<file path="config.mk">
export PLATFORM = sky130hd
export DESIGN_NAME = tmr_scrub_ctrl
export DESIGN_NICKNAME = d
export VERILOG_FILES = /design/src/rtl/tmr_scrub_ctrl.sv
export SDC_FILE = /design/constraint.sdc
export NUM_CORES = 1
export LEC_CHECK = 0
export ABC_AREA = 1
export BUFFER_PORTS_ARGS = -buffer_cell sky130_fd_sc_hd__buf_4
export CAP_MARGIN = 20
export CORE_MARGIN = 10
export CORE_UTILIZATION = 57
export DETAILED_ROUTE_END_ITERATION = 8
export PLACE_DENSITY_LB_ADDON = 0.15
export SYNTH_ARGS = -nofsm -noshare
export SYNTH_HDL_FRONTEND = slang
export SYNTH_HIERARCHICAL = 1
export SYNTH_SLANG_ARGS = --single-unit
</file>
<file path="constraint.sdc">
create_clock -name clk_i -period 2.1 [get_ports clk_i]
set_clock_uncertainty 0.2 [all_clocks]
set_input_delay 0 -clock clk_i [delete_from_list [all_inputs] [get_ports clk_i]]
set_output_delay 0 -clock clk_i [all_outputs]
set_load 0.01 [all_outputs]
</file>
<file path="src/rtl/tmr_scrub_ctrl.sv">
// Triple-modular-redundant state register with periodic scrubbing.
// Three replicas hold the same DataWidth-bit value; the read port is their
// bitwise majority. A small FSM periodically snapshots which replicas disagree
// with the vote, then rewrites all three with the vote. It logs mismatches in
// saturating per-replica counters and raises sticky fault flags for replicas
// that keep failing.

// One-bit majority voter. All variants give the same result; they differ only
// in gate structure and in how a fault inside the voter itself propagates.
module tmr_scrub_voter_bit #(
  parameter int unsigned VoterType = 2
) (
  input  logic [2:0] in_i,
  output logic       out_o
);
  generate
    if (VoterType == 0) begin : g_classic
      assign out_o = (in_i[0] & in_i[1]) | (in_i[0] & in_i[2]) | (in_i[1] & in_i[2]);
    end else if (VoterType == 1) begin : g_kp
      assign out_o = (in_i[0] ^ in_i[1]) ? in_i[2] : in_i[0];
    end else begin : g_bn
      assign out_o = (in_i[1] ^ in_i[2]) ? in_i[0] : in_i[1];
    end
  endgenerate
endmodule

module tmr_scrub_ctrl #(
  parameter int unsigned DataWidth      = 32,
  parameter int unsigned VoterType      = 2,
  parameter int unsigned ScrubPeriod    = 16,
  parameter int unsigned ErrCntWidth    = 8,
  parameter int unsigned FaultThreshold = 4
) (
  input  logic                     clk_i,
  input  logic                     rst_ni,
  input  logic                     wr_en_i,
  input  logic [DataWidth-1:0]     wr_data_i,
  output logic [DataWidth-1:0]     rd_data_o,
  input  logic                     scrub_en_i,
  input  logic                     inj_en_i,
  input  logic [1:0]               inj_replica_i,
  input  logic [DataWidth-1:0]     inj_mask_i,
  input  logic                     clr_i,
  output logic                     err_o,
  output logic [2:0]               err_replica_o,
  output logic                     multi_err_o,
  output logic [3*ErrCntWidth-1:0] err_cnt_o,
  output logic [2:0]               fault_o
);

  localparam int unsigned PerW = (ScrubPeriod > 1) ? $clog2(ScrubPeriod) : 1;
  localparam logic [PerW-1:0]        PerReload = PerW'(ScrubPeriod - 1);
  localparam logic [ErrCntWidth-1:0] Thr       = ErrCntWidth'(FaultThreshold);

  typedef enum logic [1:0] {
    ST_IDLE    = 2'd0,
    ST_CHECK   = 2'd1,
    ST_CORRECT = 2'd2
  } state_e;

  state_e                           state_q, state_d;
  logic [PerW-1:0]                  per_q, per_d;
  logic [2:0][DataWidth-1:0]        rep_q, rep_d;
  logic [2:0]                       mm_q, mm_d;
  logic [2:0][ErrCntWidth-1:0]      cnt_q, cnt_d;
  logic [2:0]                       fault_q, fault_d;
  logic                             err_q, err_d;
  logic [2:0]                       err_rep_q, err_rep_d;
  logic                             multi_q, multi_d;
  logic [DataWidth-1:0]             vote;
  logic                             do_fix;

  // Per-bit majority across the three replicas.
  generate
    for (genvar b = 0; b < int'(DataWidth); b++) begin : g_vote
      tmr_scrub_voter_bit #(.VoterType(VoterType)) u_vote (
        .in_i  ({rep_q[2][b], rep_q[1][b], rep_q[0][b]}),
        .out_o (vote[b])
      );
    end
  endgenerate

  assign rd_data_o     = vote;
  assign err_o         = err_q;
  assign err_replica_o = err_rep_q;
  assign multi_err_o   = multi_q;
  assign err_cnt_o     = cnt_q;
  assign fault_o       = fault_q;

  // Next-state: scrub sequencing, replica write arbitration, error bookkeeping.
  always_comb begin
    state_d   = state_q;
    per_d     = per_q;
    mm_d      = mm_q;
    rep_d     = rep_q;
    cnt_d     = cnt_q;
    fault_d   = fault_q;
    err_d     = 1'b0;
    err_rep_d = '0;
    multi_d   = 1'b0;
    do_fix    = 1'b0;

    case (state_q)
      ST_IDLE: begin
        // Disabled scrubbing parks the counter at reload so re-enable
        // starts a full period; host writes leave the countdown alone.
        if (!scrub_en_i) begin
          per_d = PerReload;
        end else if (per_q == '0) begin
          state_d = ST_CHECK;
          per_d   = PerReload;
        end else begin
          per_d = per_q - PerW'(1);
        end
      end
      ST_CHECK: begin
        if (wr_en_i) begin
          // Fresh host data makes the snapshot meaningless: abandon the scrub.
          state_d = ST_IDLE;
          per_d   = PerReload;
        end else begin
          for (int r = 0; r < 3; r++) mm_d[r] = (rep_q[r] != vote);
          state_d = ST_CORRECT;
        end
      end
      ST_CORRECT: begin
        state_d = ST_IDLE;
        per_d   = PerReload;
        if (!wr_en_i) begin
          do_fix    = 1'b1;
          err_d     = |mm_q;
          err_rep_d = mm_q;
          multi_d   = (mm_q[0] & mm_q[1]) | (mm_q[0] & mm_q[2]) | (mm_q[1] & mm_q[2]);
          for (int r = 0; r < 3; r++) begin
            if (mm_q[r] && (cnt_q[r] != '1)) cnt_d[r] = cnt_q[r] + ErrCntWidth'(1);
          end
        end
      end
      default: begin
        state_d = ST_IDLE;
        per_d   = PerReload;
      end
    endcase

    // Host write beats scrub rewrite beats fault injection.
    if (wr_en_i) begin
      rep_d = {wr_data_i, wr_data_i, wr_data_i};
    end else if (do_fix) begin
      rep_d = {vote, vote, vote};
    end else if (inj_en_i) begin
      for (int r = 0; r < 3; r++) begin
        if (inj_replica_i == 2'(r)) rep_d[r] = rep_q[r] ^ inj_mask_i;
      end
    end

    // Fault flags latch on the updated count; clear overrides everything.
    for (int r = 0; r < 3; r++) begin
      if (cnt_d[r] >= Thr) fault_d[r] = 1'b1;
    end
    if (clr_i) begin
      cnt_d   = '0;
      fault_d = '0;
    end
  end

  // State and output registers.
  always_ff @(posedge clk_i or negedge rst_ni) begin
    if (!rst_ni) begin
      state_q   <= ST_IDLE;
      per_q     <= PerReload;
      rep_q     <= '0;
      mm_q      <= '0;
      cnt_q     <= '0;
      fault_q   <= '0;
      err_q     <= 1'b0;
      err_rep_q <= '0;
      multi_q   <= 1'b0;
    end else begin
      state_q   <= state_d;
      per_q     <= per_d;
      rep_q     <= rep_d;
      mm_q      <= mm_d;
      cnt_q     <= cnt_d;
      fault_q   <= fault_d;
      err_q     <= err_d;
      err_rep_q <= err_rep_d;
      multi_q   <= multi_d;
    end
  end

endmodule

</file>
==> results of run 1 <==
## state kept, by name, indices dropped and copies added, names as in the netlist
| signal | cells |
|---|---|
| rep_q | 96 |
| err_cnt_o | 24 |
| per_q | 4 |
| err_replica_o | 3 |
| fault_o | 3 |
| mm_q | 3 |
| state_q | 2 |
| err_o | 1 |
| multi_err_o | 1 |
## how the worst max path moves through the flow
stage | cells after the start | to | slack [ns] | from
2_1_floorplan | 10 | mm_q[1] | 0.27 | rep_q[12]
3_3_place_gp | 10 | mm_q[1] | 0.06 | rep_q[58]
3_5_place_dp | 10 | mm_q[1] | 0.05 | rep_q[58]
4_1_cts | 10 | mm_q[1] | 0.03 | rep_q[58]
5_1_grt | 12 | fault_o[1] | -0.04 | err_cnt_o[8]
6_report | 9 | mm_q[2] | 0.13 | rep_q[52]
## per-layer routing
layer | part of all wire (%) | wire (um) | global-route usage, % | up-vias
li1 | - | - | - | 4829
met1 | 40 | 12300 | 34.3 | 4793
met2 | 48 | 14700 | 45.6 | 541
met3 | 9.0 | 2780 | 5.71 | 92
met4 | 3.7 | 1130 | 13.2 | 0
met5 | 0 | 0 | 0 | -
## worst max-delay path, stage by stage (launching register included)
cell and delay, ns:
dfrtp_1 0.44, nor2_1 0.14, a21oi_1 0.07, buf_4 0.16
xnor2_1 0.30, nand4_1 0.20, nor2_1 0.14, nand3_1 0.08
nor2_1 0.09, nor2_1 0.04
## logic make-up (layout without fill, tap and decap cells)
group | after synthesis | count (layout) | synth area share (%)
fa+ha+maj | 5 | 5 | 0.683
compound gates | 324 | 324 | 20.2
simple gates | 554 | 554 | 25.6
buf+inv | 224 | 475 | 10.0
xor+xnor | 63 | 63 | 6.02
flops | 137 | 137 | 37.5
## repair_timing
item / in CTS / in global routing
hold endpoints to repair: 266 / 0
setup endpoints to repair: 0 / 5
resized for setup: 0 / 15
hold buffers: 72 / 0
setup buffers: 0 / 2
## cells in the final DEF (no fill, tap or decap), types with 10 or more instances in the layout
master	instances
xor2_1	18
dfrtp_1	132
a21oi_1	69
nand4_1	18
a31oi_1	33
o211ai_1	45
clkbuf_16	17
a21oi_2	10
dlygate4sd3_1	71
inv_1	172
nor2_1	101
nor3_1	72
xnor2_1	45
o21ai_0	116
o22ai_1	46
nand3_1	43
nand2_1	300
buf_4	188
clkinv_2	10
## layout make-up
| cell class | count | area (um2) | share of cell area, % |
|---|---|---|---|
| clock buffers | 18 | 439 | 3.64 |
| clock inverters | 14 | 108 | 0.893 |
| inverters | 176 | 667 | 5.53 |
| multi-input cells | 946 | 4860 | 40.3 |
| flip-flops and latches | 137 | 3430 | 28.5 |
| well taps | 216 | 270 | 2.24 |
| repair buffers | 267 | 2270 | 18.9 |
## power groups by stage
| stage | registers (mW) | logic, mW | clock network (mW) |
|---|---|---|---|
| detailed placement | 3.29 | 2.53 | 0 |
| finish | 3.26 | 2.74 | 2.83 |
| global route | 3.30 | 2.99 | 2.97 |
| CTS | 3.24 | 2.67 | 2.84 |
| global placement | 3.27 | 2.49 | 0 |
| floorplan | 3.21 | 1.51 | 0 |
## metrics by stage
step	power (mW)	setup TNS, ns
floorplan	4.72	0
global placement	5.76	0
detailed placement	5.82	0
CTS	8.75	0
global route	9.25	-0.0449
finish	8.83	0
==> results by group, run 1 <==
Outcome
  – Status: completed

Synthesis
  – Syn_nets: 1384
  – Post-synth EDFFs: 0
  – Cell Area, Synth: slightly above 0.009 mm2
  – Share of the synthesized area in the top cell type: 36.3%
  – Cells after synthesis: 1307
  – Ys async rst share: 100%
  – #FFs+latches synth: around 140
  – YS warnings: 6
  – Area contributors post-synth: dfrtp_1 36%, nand2_1 12%, inv_1 7.0%
  – Leading area contributor after synthesis: dfrtp_1
  – Most numerous cell in the Yosys netlist: nand2_1
  – Distinct cell type count after synthesis: 32
  – Synth Flop Type: dfrtp_1
  – Syn_area_per_cell: 7.01 um2
  – Post-synthesis sequential area ratio: between 30% and 40%
  – Top cells by count, synth: 300 x nand2_1, 172 x inv_1, 133 x dfrtp_1

Route
  – Iter 0 DRT Violations: 1098
  – DR DRC count: 0
  – Total iterations of the first detailed-routing run: 5
  – Via count: 10300
  – Routed Antenna Nets: 0
  – Drt total wl: ~31000 um
  – Detailed-route vias per instance: between 5 and 6
  – Routed len/inst: 17.4 um

GRT
  – Vias in the first global route: 9926
  – Initial antenna violation count: 0
  – Grt ovf: 0
  – Total GRT Usage: between 20% and 30%
  – First-pass GRT wire length: 49400 um
  – Largest net degree at the start of global routing: 69

CTS
  – CTS buffer count: 17
  – Root Driver: clkbuf_16
  – # H-tree levels: 4
  – TritonCTS sink count: 137
  – CTS clk-pin slew, worst paths: approximately 0.060 ns
  – CTS tree: yes
  – CTS Buffer Depth: 2
  – Later-pin clock latency in the skew report: 0.44 ns

Worst hold path
  – Hold_sp: inj_replica_i[0]
  – Worst hold endpoint: rep_q[54]
  – WHS Path Cells: 5
  – Hold Crit Class: input port to flip-flop

Flow run
  – MaxCap Viol Count: 0

Floorplan
  – # IOs: 136
  – Die width: 147 um
  – Die footprint: 0.0215 mm2
  – Core Rows: 46
  – Core box area: about 0.016 mm2
  – Vert. Die Dim: 147 um
  – Initial Utilization: 57.9%

Setup path
  – Worst reg2reg endpoint: mm_q[2]
  – FF-to-FF setup slack: 0.13 ns
  – Startpoint types: flip-flop
  – WP data required: between 2 and 2.5 ns
  – Worst Path Max Fanout: 5
  – R2R cell count: 9
  – Worst reg2reg startpoint: rep_q[52]
  – Setup CP Type: flip-flop to flip-flop
  – Crit. End Element: flip-flop
  – Worst path arrival time: 2.10 ns

STA
  – Final worst path period share: 93.9%
  – Final hold violation count: 0
  – Fin Hold WS: ~0.094 ns
  – Worst slew pin tran: 0.528 ns
  – Fmax: 507 MHz
  – Relative slew slack: 64.7%
  – PnR worst setup slack: 0.128 ns
  – Slew Limit Fails: 0
  – Final setup vio count: 0
  – Final min period: just under 2 ns

Cells and area
  – Layout cells sized above 1: ~17%
  – Final nets: 1622
  – Final Core Density: around 76%
  – Fin cells: approximately 1800
  – Fillers: around 1200
  – Fin area: 0.0121 mm2
  – Area growth, synth to finish: 31.6%
  – ANT cells: 0

Placed design
  – Post-DP HPWL: 21000 um
  – Inst Count DP: roughly 1700
  – DP Area: between 0.01 and 0.015 mm2
  – Routability cong.: 0.966
  – Setup Slack @ Placement: approximately 0.052 ns
  – IO Port Bufs: 135

Pwr
  – Clock power frac: 32.1%
  – Maximum vdd drop: 0.679 mV
  – Comb pwr share: 31.0%
  – Internal power: 5.74 mW
  – Sw Share: 34.9%
  – Power density over the cells: approximately 730 mW/mm2
  – Switching power: 3.08 mW
  – Sequential power share: a little under two fifths
  – Leak: 5.81 nW
Note: power is estimated with default switching activity, not from simulation.
==> inputs of run 2 (changes only) <==
==> constraint.sdc (replaced) <==
create_clock -name clk_i -period 2.1 [get_ports clk_i]
set_clock_uncertainty 0.2 [all_clocks]
set_input_delay 0.315 -clock clk_i [delete_from_list [all_inputs] [get_ports clk_i]]
set_output_delay 0.315 -clock clk_i [all_outputs]
set_load 0.01 [all_outputs]
==> run 2 against run 1 <==
Net effect:
- power increased by 2.2%
- sequential power about the same
- die area unchanged
- critical path type is now flip-flop to output port
- largest cell class unchanged
- highest routed layer unchanged
==> results by group, run 2 (synthesized netlist as in run 1, its figures left out) <==
Route
  – Iter 0 DRT Violations: 968 (-12%)
  – Routed Antenna Nets: 0 (unchanged)
  – Drt total wl: 30200 um (-2.1%)
  – Routed len/inst: 17.4 um (about the same)
  – Total iterations of the first detailed-routing run: 5 (unchanged)
  – DR DRC count: 0 (unchanged)
  – Via count: 10100 (-1.6%)
  – Detailed-route vias per instance: 5.81 (+0.50%)

Setup path
  – Setup crit start: rep_q[46]
  – R2R cell count: 10 (+1)
  – Startpoint types: flip-flop
  – Crit. End Element: output port
  – WP data required: 1.58 ns (-0.65 ns)
  – Worst reg2reg startpoint: err_cnt_o[9]
  – Setup CP Type: flip-flop to output port
  – Worst reg2reg endpoint: fault_o[1]
  – FF-to-FF setup slack: 0.06 ns (-0.07 ns)
  – Setup crit end: rd_data_o[14]
  – Worst path arrival time: 1.55 ns (-0.55 ns)
  – Worst Path Max Fanout: 5 (unchanged)

Placed design
  – Routability cong.: 0.939 (-2.9%)
  – Post-DP HPWL: 20700 um (-1.7%)
  – DP Area: 0.0107 mm2 (+0.16%)
  – IO Port Bufs: 135 (unchanged)

Cells and area
  – ANT cells: 0 (unchanged)
  – Area growth, synth to finish: 28.8%
  – Fin area: 0.0118 mm2 (-2.1%)
  – Layout cells sized above 1: 18.2% (+1.1 points)
  – Fillers: 1229 (+4.2%)
  – Largest Register: rep_q
  – Commonest non-fill, non-tap cell in the layout: nand2_1
  – Most frequent cells in the layout: 300 x nand2_1, 192 x buf_4, 172 x inv_1, 132 x dfrtp_1, 116 x o21ai_0
  – Largest register FFs: 96 (unchanged)
  – Final nets: 1584 (-2.3%)

GRT
  – Largest net degree at the start of global routing: 65 (-5.8%)
  – Total GRT Usage: 27.2% (-0.62 points)
  – Vias in the first global route: 9641 (-2.9%)
  – First-pass GRT wire length: 48400 um (-2.0%)
  – Grt ovf: 0 (unchanged)
  – Initial antenna violation count: 0 (unchanged)

STA
  – Worst slew pin tran: 0.453 ns (-0.0748 ns)
  – Relative slew slack: 69.8% (+5.1 points)
  – Final hold violation count: 0 (unchanged)
  – Slew Limit Fails: 0 (unchanged)
  – Final min period: 2.06 ns (+0.0898 ns)
  – Final setup vio count: 0 (unchanged)
  – Final worst path period share: 98.2% (+4.3 points)
  – Fmax: 485 MHz (-4.4%)

CTS
  – CTS buffer count: 17 (unchanged)
  – Root Driver: clkbuf_16
  – CTS clk-pin slew, worst paths: 0.06 ns (about the same)
  – TritonCTS sink count: 137 (unchanged)
  – CTS tree: yes
  – Later-pin clock latency in the skew report: 0.43 ns (about the same)
  – CTS Buffer Depth: 2 (unchanged)
  – # H-tree levels: 4 (unchanged)

Floorplan
  – Initial Utilization: 57.9% (unchanged)
  – Core box area: 0.0158 mm2 (unchanged)
  – # IOs: 136 (unchanged)
  – Die footprint: 0.0215 mm2 (unchanged)
  – Core Rows: 46 (unchanged)
  – Die width: 147 um (unchanged)
  – Vert. Die Dim: 147 um (unchanged)

Outcome
  – Status: completed

Flow run
  – MaxCap Viol Count: 0 (unchanged)

Worst hold path
  – Hold Crit Class: input port to flip-flop
  – WHS Path Cells: 2 (-3)

Pwr
  – Switching power: 3.07 mW (-0.57%)
  – Maximum vdd drop: 0.673 mV (-0.91%)
  – Internal power: 5.95 mW (+3.7%)
  – Sw Share: 34.0% (-0.94 points)
  – Comb pwr share: 30.3% (-0.7 points)
  – Power Total: 9.02 mW (+2.2%)
  – Clock power frac: 33.6% (+1.5 points)
  – Leak: 5.70 nW (-1.9%)
  – Power density over the cells: 764 mW/mm2 (+4.4%)
  – Sequential power share: 36.1% (-0.8 points)
==> run 2: layer usage <==
layer	track usage, %	share of wire, %	vias up
met1	32.8	39	4738
met2	45.6	49	514
met4	10.6	2.7	0
li1	-	-	4766
met3	6.82	9.3	68
met5	0	0	-
==> run 2: per-stage QoR <==
| stage | instances | hold WS, ns | util [%] | setup slack [ns] | setup TNS [ns] |
|---|---|---|---|---|---|
| after floorplan | 1307 | -0.181 | - | 0.270 | 0 |
| after global placement | 1667 | 0.0648 | 67.7 | 0.0523 | 0 |
| after detailed placement | 1667 | 0.0669 | 67.7 | 0.0368 | 0 |
| after CTS | 1728 | 0.00666 | 73.4 | 0.000875 | 0 |
| after global routing | 1736 | 0.0261 | 74.6 | -0.0806 | -0.114 |
| final | 1736 | 0.0160 | 74.6 | 0.0384 | 0 |
==> run 2: cell type report <==
type                       instances  area (um2)  share of cell area, %
clock buffer                      24         492                   4.17
clock inverter                     8        92.6                  0.784
inverter                         176         668                   5.66
multi-input combinational        946        4960                   42.1
sequential                       137        3430                   29.1
tap                              216         270                   2.29
timing repair buffer             229        1880                   16.0
==> run 2: critical path: stages, from the launching register on <==
cell     delay [ns]
dfrtp_1        0.46
nand2_1        0.11
a21oi_2        0.22
buf_4          0.20
buf_4          0.13
==> run 2: what timing repair did <==
item,in CTS,in global routing
endpoints found under the hold margin,105,0
resized for setup,9,25
hold buffers,29,0
pin swaps,0,1
buffers inserted,0,8
setup endpoints to repair,9,49
==> run 2: worst min path at each step <==
stage | start | end
after floorplan | rst_ni | err_cnt_o[0]
after global placement | rst_ni | err_cnt_o[16]
after detailed placement | rst_ni | err_replica_o[2]
after CTS | inj_mask_i[26] | rep_q[90]
after global routing | inj_mask_i[25] | rep_q[89]
final | clr_i | err_cnt_o[6]
==> run 2: power groups by stage <==
stage	clock [mW]	sequential, mW	combinational [mW]
after floorplan	0	3.21	1.51
after global placement	0	3.27	2.47
after detailed placement	0	3.28	2.53
after CTS	3.03	3.24	2.62
after global routing	3.17	3.30	2.98
final	3.03	3.26	2.74
